<file path="config.mk">
export PLATFORM = sky130hd
export DESIGN_NAME = wallace_baugh_wooley
export DESIGN_NICKNAME = d
export VERILOG_FILES = /design/src/rtl/wallace_baugh_wooley.sv
export SDC_FILE = /design/constraint.sdc
export NUM_CORES = 1
export LEC_CHECK = 0
export CELL_PAD_IN_SITES_DETAIL_PLACEMENT = 2
export CELL_PAD_IN_SITES_GLOBAL_PLACEMENT = 2
export CORE_AREA = 3 3 97 76
export DETAILED_ROUTE_END_ITERATION = 16
export DIE_AREA = 0 0 100 79
export HOLD_SLACK_MARGIN = 0.15
export PLACE_DENSITY_LB_ADDON = 0.2
export SYNTH_ARGS = -nofsm -noshare
export SYNTH_HDL_FRONTEND = slang
export SYNTH_SLANG_ARGS = --single-unit
</file>
<file path="constraint.sdc">
create_clock -name clk -period 2.2 [get_ports clk]
set_input_delay 0.22 -clock clk [delete_from_list [all_inputs] [get_ports clk]]
set_output_delay 0.22 -clock clk [all_outputs]
set_load 0.02 [all_outputs]
</file>
<file path="src/rtl/wallace_baugh_wooley.sv">
// Registered 8x8 signed multiplier: Baugh-Wooley partial products, Wallace reduction, ripple CPA.
// Define WALLACE_BW_PIPE_EN to register the two reduced rows ahead of the CPA (latency 2).
module wallace_baugh_wooley (
    input  logic        clk,
    input  logic        rst_n,
    input  logic        in_valid,
    input  logic [7:0]  a,
    input  logic [7:0]  b,
    output logic        out_valid,
    output logic [15:0] prod
);

    logic [15:0] w_row0;
    logic [15:0] w_row1;
    logic [15:0] w_cpa_x;
    logic [15:0] w_cpa_y;
    logic [15:0] w_sum;
    logic        w_load;
    logic        r_out_valid;
    logic [15:0] r_prod;

    // Each column is a bag of bits; every stage compresses groups of three with
    // full adders and a leftover pair with a half adder until no column exceeds two.
    always_comb begin : wallace
        logic [11:0] col  [16];
        logic [11:0] nxt  [16];
        logic [3:0]  cnt  [16];
        logic [3:0]  ncnt [16];
        logic [3:0]  rem;
        logic [3:0]  pos;
        logic        busy;
        logic        bit_pp;
        logic        x;
        logic        y;
        logic        z;

        for (int c = 0; c < 16; c++) begin
            col[c]  = '0;
            nxt[c]  = '0;
            cnt[c]  = '0;
            ncnt[c] = '0;
        end
        rem    = '0;
        pos    = '0;
        busy   = 1'b0;
        bit_pp = 1'b0;
        x      = 1'b0;
        y      = 1'b0;
        z      = 1'b0;

        for (int i = 0; i < 8; i++) begin
            for (int j = 0; j < 8; j++) begin
                if (i < 7 && j < 7)
                    bit_pp = a[j] & b[i];
                else if (i < 7)
                    bit_pp = ~(a[7] & b[i]);
                else if (j < 7)
                    bit_pp = ~(a[j] & b[7]);
                else
                    bit_pp = a[7] & b[7];
                col[i+j][cnt[i+j]] = bit_pp;
                cnt[i+j] = cnt[i+j] + 4'd1;
            end
        end
        // Baugh-Wooley correction terms
        col[8][cnt[8]]   = 1'b1;
        cnt[8]           = cnt[8] + 4'd1;
        col[15][cnt[15]] = 1'b1;
        cnt[15]          = cnt[15] + 4'd1;

        for (int s = 0; s < 6; s++) begin
            busy = 1'b0;
            for (int c = 0; c < 16; c++)
                if (cnt[c] > 4'd2) busy = 1'b1;
            if (busy) begin
                for (int c = 0; c < 16; c++) begin
                    nxt[c]  = '0;
                    ncnt[c] = '0;
                end
                for (int c = 0; c < 16; c++) begin
                    rem = cnt[c];
                    pos = '0;
                    for (int g = 0; g < 4; g++) begin
                        if (rem >= 4'd3) begin
                            x = col[c][pos];
                            y = col[c][pos+4'd1];
                            z = col[c][pos+4'd2];
                            nxt[c][ncnt[c]] = x ^ y ^ z;
                            ncnt[c] = ncnt[c] + 4'd1;
                            if (c < 15) begin
                                nxt[c+1][ncnt[c+1]] = (x & y) | (z & (x ^ y));
                                ncnt[c+1] = ncnt[c+1] + 4'd1;
                            end
                            rem = rem - 4'd3;
                            pos = pos + 4'd3;
                        end
                    end
                    if (rem == 4'd2) begin
                        x = col[c][pos];
                        y = col[c][pos+4'd1];
                        nxt[c][ncnt[c]] = x ^ y;
                        ncnt[c] = ncnt[c] + 4'd1;
                        if (c < 15) begin
                            nxt[c+1][ncnt[c+1]] = x & y;
                            ncnt[c+1] = ncnt[c+1] + 4'd1;
                        end
                    end else if (rem == 4'd1) begin
                        nxt[c][ncnt[c]] = col[c][pos];
                        ncnt[c] = ncnt[c] + 4'd1;
                    end
                end
                for (int c = 0; c < 16; c++) begin
                    col[c] = nxt[c];
                    cnt[c] = ncnt[c];
                end
            end
        end

        for (int c = 0; c < 16; c++) begin
            w_row0[c] = col[c][0];
            w_row1[c] = col[c][1];
        end
    end

`ifdef WALLACE_BW_PIPE_EN
    logic        r_mid_valid;
    logic [15:0] r_row0;
    logic [15:0] r_row1;

    always_ff @(posedge clk or negedge rst_n) begin
        if (!rst_n) begin
            r_mid_valid <= 1'b0;
            r_row0      <= '0;
            r_row1      <= '0;
        end else begin
            r_mid_valid <= in_valid;
            if (in_valid) begin
                r_row0 <= w_row0;
                r_row1 <= w_row1;
            end
        end
    end

    assign w_cpa_x = r_row0;
    assign w_cpa_y = r_row1;
    assign w_load  = r_mid_valid;
`else
    assign w_cpa_x = w_row0;
    assign w_cpa_y = w_row1;
    assign w_load  = in_valid;
`endif

    // Carry out of bit 15 is dropped: the result is taken modulo 2^16.
    always_comb begin : cpa
        logic carry;
        carry = 1'b0;
        w_sum = '0;
        for (int i = 0; i < 16; i++) begin
            w_sum[i] = w_cpa_x[i] ^ w_cpa_y[i] ^ carry;
            carry    = (w_cpa_x[i] & w_cpa_y[i]) | (carry & (w_cpa_x[i] ^ w_cpa_y[i]));
        end
    end

    always_ff @(posedge clk or negedge rst_n) begin
        if (!rst_n) begin
            r_out_valid <= 1'b0;
            r_prod      <= '0;
        end else begin
            r_out_valid <= w_load;
            if (w_load) r_prod <= w_sum;
        end
    end

    assign out_valid = r_out_valid;
    assign prod      = r_prod;

endmodule

</file>
# Word level (Yosys, flattened, before mapping)

Index checks and enable logic that the tools add are counted.
Widths: inputs -> output; s select.

Bitwise operators: 362

Operators with widths:

| kind        | count |
|---|---|
| $and 1x1->1 | 181 |
| $xor 1x1->1 | 120 |
| $or 1x1->1  | 46 |
| $not 1->1   | 15 |

Register bits after elaboration: 17
Logic and storage cells: 364
Output and inout bits: 17
Input bits: 19

# Logic depth before layout (Yosys ltp)

Gate-level depths: netlist of the first run.

Word-level depth: 31
Mapped depth: 20
Depth with buffers taken out: 20

# Worst setup path after synthesis of the first run

No wires, ideal clock.

Path type: input -> register
Start: input a[3]
End: register r_prod[14], in the netlist prod[14]
Stages on the path: 18
Path slack: -3388 ps
Path buffers: 0
Library setup time: 79 ps
Arrival: 5509 ps
Data required time: 2121 ps
Path through: nand2_1 > fa_1 > fa_1 > inv_1 > fa_1 > ha_1 > ha_1 > fa_1 > fa_1 > fa_1 > fa_1 > fa_1 > fa_1 > inv_1 > fa_1 > fa_1 > fa_1 > mux2i_1

Cells in the longest elaborated chain, start to end: 29
Elaborated cells between the ends (all ways): 206
Those cells by class: bitwise: 206

RTL lines:

| element              | RTL line | text |
|---|---|---|
| start, declared      | 7        | `input logic [7:0] a,` |
| $and 1x1->1          | 54       | `bit_pp = a[j] & b[i];` |
| $xor 1x1->1          | 88, 91   |  |
| $and 1x1->1          | 91       | `nxt[c+1][ncnt[c+1]] = (x & y) \| (z & (x ^ y));` |
| $or 1x1->1           | 91       |  |
| $xor 1x1->1          | 88, 91   |  |
| $and 1x1->1          | 91       |  |
| $or 1x1->1           | 91       |  |
| $xor 1x1->1          | 88, 91   |  |
| [13 not listed]      | -        |  |
| $or 1x1->1           | 160      | `carry = (w_cpa_x[i] & w_cpa_y[i]) \| (carry & (w_cpa_x[i] ^ w_cpa_y[i]));` |
| $and 1x1->1          | 160      |  |
| $or 1x1->1           | 160      |  |
| $and 1x1->1          | 160      |  |
| $or 1x1->1           | 160      |  |
| $and 1x1->1          | 160      |  |
| $or 1x1->1           | 160      |  |
| $xor 1x1->1 *        | 159      | `w_sum[i] = w_cpa_x[i] ^ w_cpa_y[i] ^ carry;` |
| end signal, assigned | 170      | `if (w_load) r_prod <= w_sum;` |
| end, declared        | 20       | `logic [15:0] r_prod;` |

Every way passes the cells marked *; elsewhere a longest branch is shown, timed or not.
A chain may end at the register's enable or synchronous reset.

# Worst setup path after layout of the first run

Start: input b[0]
End: register r_prod[15], in the netlist prod[15]

Cells in the longest elaborated chain, start to end: 31
Elaborated cells between the ends (all ways): 155
Those cells by class: bitwise: 155

RTL lines:

| element         | RTL line | text |
|---|---|---|
| start, declared | 8        | `input logic [7:0] b,` |
| $and 1x1->1     | 54       |  |
| $xor 1x1->1     | 88, 91   |  |
| $and 1x1->1     | 91       |  |
| $or 1x1->1      | 91       |  |
| $xor 1x1->1     | 88, 91   |  |
| $and 1x1->1     | 91       |  |
| $or 1x1->1      | 91       |  |
| $xor 1x1->1     | 88, 91   |  |
| [15 not listed] | -        |  |
| $or 1x1->1 *    | 160      |  |
| $and 1x1->1 *   | 160      |  |
| $or 1x1->1 *    | 160      |  |
| $and 1x1->1 *   | 160      |  |
| $or 1x1->1 *    | 160      |  |
| $and 1x1->1 *   | 160      |  |
| $or 1x1->1 *    | 160      |  |
| $xor 1x1->1 *   | 159      |  |

Marks and branches as above.

==> flow_summary.json, run 1 <==
{
  "run_status": "finished, violations left",
  "failed_checks": "setup timing",
  "ir_drop_mv": 0.494,
  "cts_tree": "done",
  "rrSetupSlack_ns": 1.41,
  "cp_data_arrival_time_ns": 5.60,
  "grtUsageTotal": 0.198,
  "setup_viol": 12,
  "whs_ns": 0.422,
  "grt_setup_unrepaired": "true",
  "fin_ws_ns": -3.21,
  "final_max_slew_viol_count": 0,
  "wirelength_um": 7150,
  "vias_per_cell": 4.73,
  "yosys-top-cells-area": "fa_1 39%, dfrtp_1 17%, ha_1 12%",
  "rr_worst_depth": 1,
  "synth-seq-cells": 17,
  "synthesis.nets": 323,
  "finClkSkew_ns": 0,
  "yosysSeqAreaShare": 0.175,
  "path_cells": "buf_8 > buf_8 > nand2_8 > fa_1 > fa_1 > inv_2 > fa_1 > ha_4 > ha_4 > fa_2 > fa_2 > fa_2 > fa_2 > fa_2 > fa_2 > inv_2 > fa_2 > fa_2 > fa_2 > xor3_1 > a21oi_2",
  "cts_max_path_buffers": 2,
  "synth_top_area_share": 0.386,
  "dp_slack_ns": -4.08,
  "multi_input_area_um2": 1920,
  "fill_cells": 673,
  "drc": 0,
  "syn_avg_cell_area_um2": 10.4,
  "finalWeightedCongestion": 0.785,
  "dpl_cell_area_um2": 3130,
  "synth_cell_type_count": 16,
  "grt_pass1_wl_um": 11800,
  "hold_buffers": 0,
  "drv_cap": 0,
  "relSlewSlack": 0.475,
  "use_met2": 0.375,
  "finalHoldViolCount": 0,
  "r2r-start": "prod[10]$_DFFE_PN0P_",
  "clkTransAtPathRegs_ns": 0.07,
  "setup.worst_path.start_class": "input port",
  "cts_htree_levels": 1,
  "grt_use_met1": 0.233,
  "gr-total-overflow": 0,
  "cpLargestDelayFamily": "adder cells",
  "busiest_layer": "met2",
  "hpwlAfterDp_um": 5980,
  "met3_usage": 0.0316,
  "min_period_ns": 5.41,
  "dieArea_um2": 7900,
  "syn_inst": 234,
  "register_area_um2": 425,
  "antenna_cells": 0,
  "clk_latency_ns": 0.24,
  "dp_cells": 375,
  "drt_iter0_drc": 21,
  "clock_sinks": 17,
  "p_leak_nw": 1.64,
  "final.period_utilization": 2.46,
  "core_um2": 6350,
  "clk_root_buffer_cell": "clkbuf_8",
  "drive_gt1_frac": 0.321,
  "grt_start_max_net_pins": 20,
  "post-route-util": 0.521,
  "grt_pass1_vias": 2310,
  "nets": 392,
  "mappedNetlistArea_um2": 2440,
  "yosysTopAreaCell": "fa_1",
  "tightest_slew_ns": 0.786,
  "fmax_mhz": 185,
  "critPathSlowestCell": "fa_1",
  "yosysWarnings": 0,
  "path_class": "in2reg",
  "start_util": 0.384,
  "via_count": 1811,
  "cpMostUsedCell": "fa_2",
  "numCtsBuffers": 3,
  "instances_no_fill": 383,
  "ant_nets": 0,
  "critical_path_required_ns": 2.39,
  "p_per_area_nw_per_um2": 874,
  "pin_count": 36,
  "path_max_fanout": 4,
  "hold_class": "in2async",
  "fin_area_um2": 3310,
  "end_kind": "flop",
  "port_buffers": 35,
  "die_w_um": 100,
  "post_drt_wl_per_cell_um": 18.7,
  "drt_pass1_iterations": 4,
  "antenna_found_initial": 0,
  "area_growth_syn_to_layout_pct": 35.7,
  "r2r_end": "prod[10]$_DFFE_PN0P_",
  "worst_path_largest_cell_delay_ns": 0.55,
  "rows": 25,
  "cp_num_buf_inv": 4,
  "die_h_um": 79
}
## worst max-delay path by stage
stage | from | to | cells past startpoint
finish | b[0] | prod[15]$_DFFE_PN0P_ | 21
global route | b[0] | prod[15]$_DFFE_PN0P_ | 21
CTS | a[5] | prod[14]$_DFFE_PN0P_ | 20
detailed placement | b[1] | prod[14]$_DFFE_PN0P_ | 20
global placement | b[0] | prod[14]$_DFFE_PN0P_ | 20
floorplan | a[6] | prod[14]$_DFFE_PN0P_ | 19
## where the power goes
group          leakage, nW  total, mW  switching [mW]  internal (mW)
Combinational         1.41       2.12            1.02           1.10
Sequential           0.200      0.529          0.0766          0.453
Clock               0.0228      0.238           0.110          0.128
Total                 1.64       2.89            1.21           1.68
## kinds of logic after synthesis
group,synth area share
AOI/OAI and AO/OA,0.00410
xor gates and xnor gates,0.00976
adders and majority gates,0.504
buffers and inverters,0.110
DFF,0.175
muxes,0.0678
and+or+nand+nor,0.129
## cells in the mapped netlist
cell type	n
o21ai_0	1
a21oi_1	1
mux2i_1	3
inv_1	63
xor3_1	1
mux2_4	3
dfrtp_1	17
fa_1	47
buf_6	1
nand2_1	35
and2_1	28
mux2_2	8
ha_1	23
nor2_1	1
buf_12	1
nand3_1	1
## per-stage QoR
step | TNS [ns] | power, mW
3_3_place_gp | -32.03 | 2.39
3_5_place_dp | -33.63 | 2.55
4_1_cts | -24.16 | 2.91
2_1_floorplan | -22.30 | 1.76
5_1_grt | -23.32 | 3.22
6_report | -22.10 | 2.89
## state kept, by name, summed over array words and instances (netlist names)
name       count
prod          16
out_valid      1
## timing repair
action,4_1_cts,5_1_grt
setup endpoints to repair,13,12
gates resized for setup,84,18
setup buffers,4,2
pin swaps,22,25
## metal layers
metal / wire length, um / share of wire / vias to the layer above
met2: 3960 / 0.55 / 25
met5: 0 / 0 / -
met1: 2920 / 0.41 / 955
met3: 130 / 0.018 / 12
li1: - / - / 819
met4: 145 / 0.020 / 0
## layout make-up
class                           count  area share
Timing Repair Buffer               66       0.174
Sequential cell                    17       0.129
Clock buffer                        4      0.0136
Multi-Input combinational cell    152       0.582
Tap cell                           81      0.0306
Inverter                           63      0.0715
## layout by cell type, fill, tap and decap left out
| cell | n |
|---|---|
| mux2_4 | 8 |
| nor2_1 | 1 |
| xor3_1 | 1 |
| clkdlybuf4s50_1 | 21 |
| buf_6 | 7 |
| dfrtp_1 | 17 |
| fa_2 | 14 |
| mux2i_1 | 3 |
| inv_2 | 8 |
| buf_4 | 28 |
| nand2_4 | 2 |
| and2_4 | 1 |
| clkdlybuf4s15_1 | 1 |
| buf_8 | 2 |
| fa_1 | 33 |
| and2_1 | 27 |
| nand2_2 | 6 |
| buf_2 | 6 |
| nand2_1 | 26 |
| clkbuf_2 | 1 |
| o21ai_0 | 1 |
| nand3_1 | 1 |
| ha_4 | 6 |
| a21oi_2 | 1 |
| inv_1 | 55 |
| clkbuf_1 | 1 |
| ha_1 | 17 |
| clkbuf_8 | 3 |
| mux2_2 | 3 |
| nand2_8 | 1 |
(Power assumes the default switching activity.)
==> run 2: changes to the inputs <==
- SKIP_CTS_REPAIR_TIMING: unset -> 1
==> flow_summary.json, run 2 (synthesized netlist as in run 1, its figures left out) <==
{
  "finClkSkew_ns": 0,
  "cp_data_arrival_time_ns": 5.89,
  "power_switching_share": 0.419,
  "drc": 0,
  "post_drt_wl_per_cell_um": 18.0,
  "min_period_ns": 5.70,
  "clock_sinks": 17,
  "cts_max_path_buffers": 2,
  "post-route-util": 0.506,
  "clk_latency_ns": 0.25,
  "finalHoldViolCount": 0,
  "clockPowerShare": 0.085,
  "hpwlAfterDp_um": 5980,
  "area_growth_syn_to_layout_pct": 31.8,
  "die_w_um": 100,
  "cpLargestDelayFamily": "adder cells",
  "antenna_found_initial": 0,
  "drt_pass1_iterations": 4,
  "relSlewSlack": 0.469,
  "cts_tree": "done",
  "antenna_cells": 0,
  "gr-total-overflow": 0,
  "drive_gt1_frac": 0.254,
  "end_kind": "flop",
  "fmax_mhz": 175,
  "cp_num_buf_inv": 4,
  "p_leak_nw": 1.63,
  "dieArea_um2": 7900,
  "cts_htree_levels": 1,
  "setup_tns_ns": -23.96,
  "numCtsBuffers": 3,
  "grt_pass1_vias": 2233,
  "path_cells": "dlymetal6s2s_1 > and2_1 > ha_1 > inv_1 > fa_1 > inv_1 > fa_1 > ha_4 > ha_4 > fa_2 > fa_2 > fa_2 > fa_2 > fa_2 > fa_2 > inv_2 > fa_2 > fa_2 > fa_2 > xor3_1 > a21oi_2",
  "final_common_cell": "inv_1",
  "pin_count": 36,
  "port_buffers": 35,
  "r2r-start": "prod[10]$_DFFE_PN0P_",
  "critical_path_required_ns": 2.39,
  "dp_cells": 375,
  "final.period_utilization": 2.59,
  "rrSetupSlack_ns": 1.41,
  "finalWeightedCongestion": 0.785,
  "failed_checks": "setup timing",
  "ir_drop_mv": 0.488,
  "vias_per_cell": 4.66,
  "run_status": "finished, violations left",
  "drv_cap": 0,
  "path_class": "in2reg",
  "worst_path_largest_cell_delay_ns": 0.54,
  "clk_root_buffer_cell": "clkbuf_8",
  "core_um2": 6350,
  "final_max_slew_viol_count": 0,
  "hold_class": "in2async",
  "rr_worst_depth": 1,
  "grt_start_max_net_pins": 20,
  "cpMostUsedCell": "fa_2",
  "ant_nets": 0,
  "pwr-share-comb": 0.728,
  "total_power_mw": 2.81,
  "rows": 25,
  "critPathSlowestCell": "fa_1",
  "tightest_slew_ns": 0.794,
  "nets": 389,
  "setup_viol": 12,
  "fin_area_um2": 3210,
  "switchingPower_mw": 1.18,
  "grt_setup_unrepaired": "true",
  "instances_no_fill": 380,
  "seq_power_share": 0.188,
  "clkTransAtPathRegs_ns": 0.07,
  "grtUsageTotal": 0.184,
  "r2r_end": "prod[10]$_DFFE_PN0P_",
  "dp_slack_ns": -4.08,
  "dpl_cell_area_um2": 3130,
  "via_count": 1772,
  "drt_iter0_drc": 28,
  "p_per_area_nw_per_um2": 876,
  "grt_pass1_wl_um": 11100,
  "final_cell_mix": "61 x inv_1, 35 x fa_1, 32 x nand2_1",
  "path_max_fanout": 5,
  "fin_ws_ns": -3.50,
  "die_h_um": 79,
  "internal_power_mw": 1.63,
  "wirelength_um": 6850,
  "setup.worst_path.start_class": "input port",
  "start_util": 0.384,
  "largest_reg_flops": 16,
  "fill_cells": 682,
  "whs_ns": 0.426
}
run 2: changes by cell type in the layout (fill, tap and decap cells not counted), sizes merged:
cell,before,now
dlymetal6s2s,0,3
clkdlybuf4s15,1,0
clkbuf,5,9
buf,43,34
run 2: area by class of cell:
| type | count | area [um^2] | share of cell area |
|---|---|---|---|
| sequential | 17 | 425 | 0.132 |
| tap | 81 | 101 | 0.0316 |
| multi-input combinational | 152 | 1850 | 0.577 |
| inverter | 63 | 236 | 0.0736 |
| clock buffer | 4 | 45.0 | 0.0140 |
| timing repair buffer | 63 | 552 | 0.172 |
run 2: power by group through the flow:
stage               Clock [mW]  Sequential, mW  Combinational (mW)
global route             0.264           0.547                2.33
finish                   0.238           0.528                2.05
CTS                      0.240           0.529                2.02
detailed placement           0           0.532                2.02
global placement             0           0.528                1.86
floorplan                    0           0.678                1.08
run 2: metal layers:
layer  part of all wire  global-route usage  up-vias
li1                   -                   -      811
met1               0.42               0.221      934
met2               0.55               0.356       19
met3              0.015              0.0255        8
met4              0.013              0.0283        0
met5                  0                   0        -
run 2: worst max-delay path by stage:
stage               start                   end  slack [ns]  cells after the start
floorplan            a[6]  prod[14]$_DFFE_PN0P_       -3.11                     19
global placement     b[0]  prod[14]$_DFFE_PN0P_       -3.87                     20
detailed placement   b[1]  prod[14]$_DFFE_PN0P_       -4.08                     20
CTS                  b[1]  prod[14]$_DFFE_PN0P_       -3.80                     20
global route         b[0]  prod[15]$_DFFE_PN0P_       -3.73                     21
finish               b[3]  prod[15]$_DFFE_PN0P_       -3.50                     21
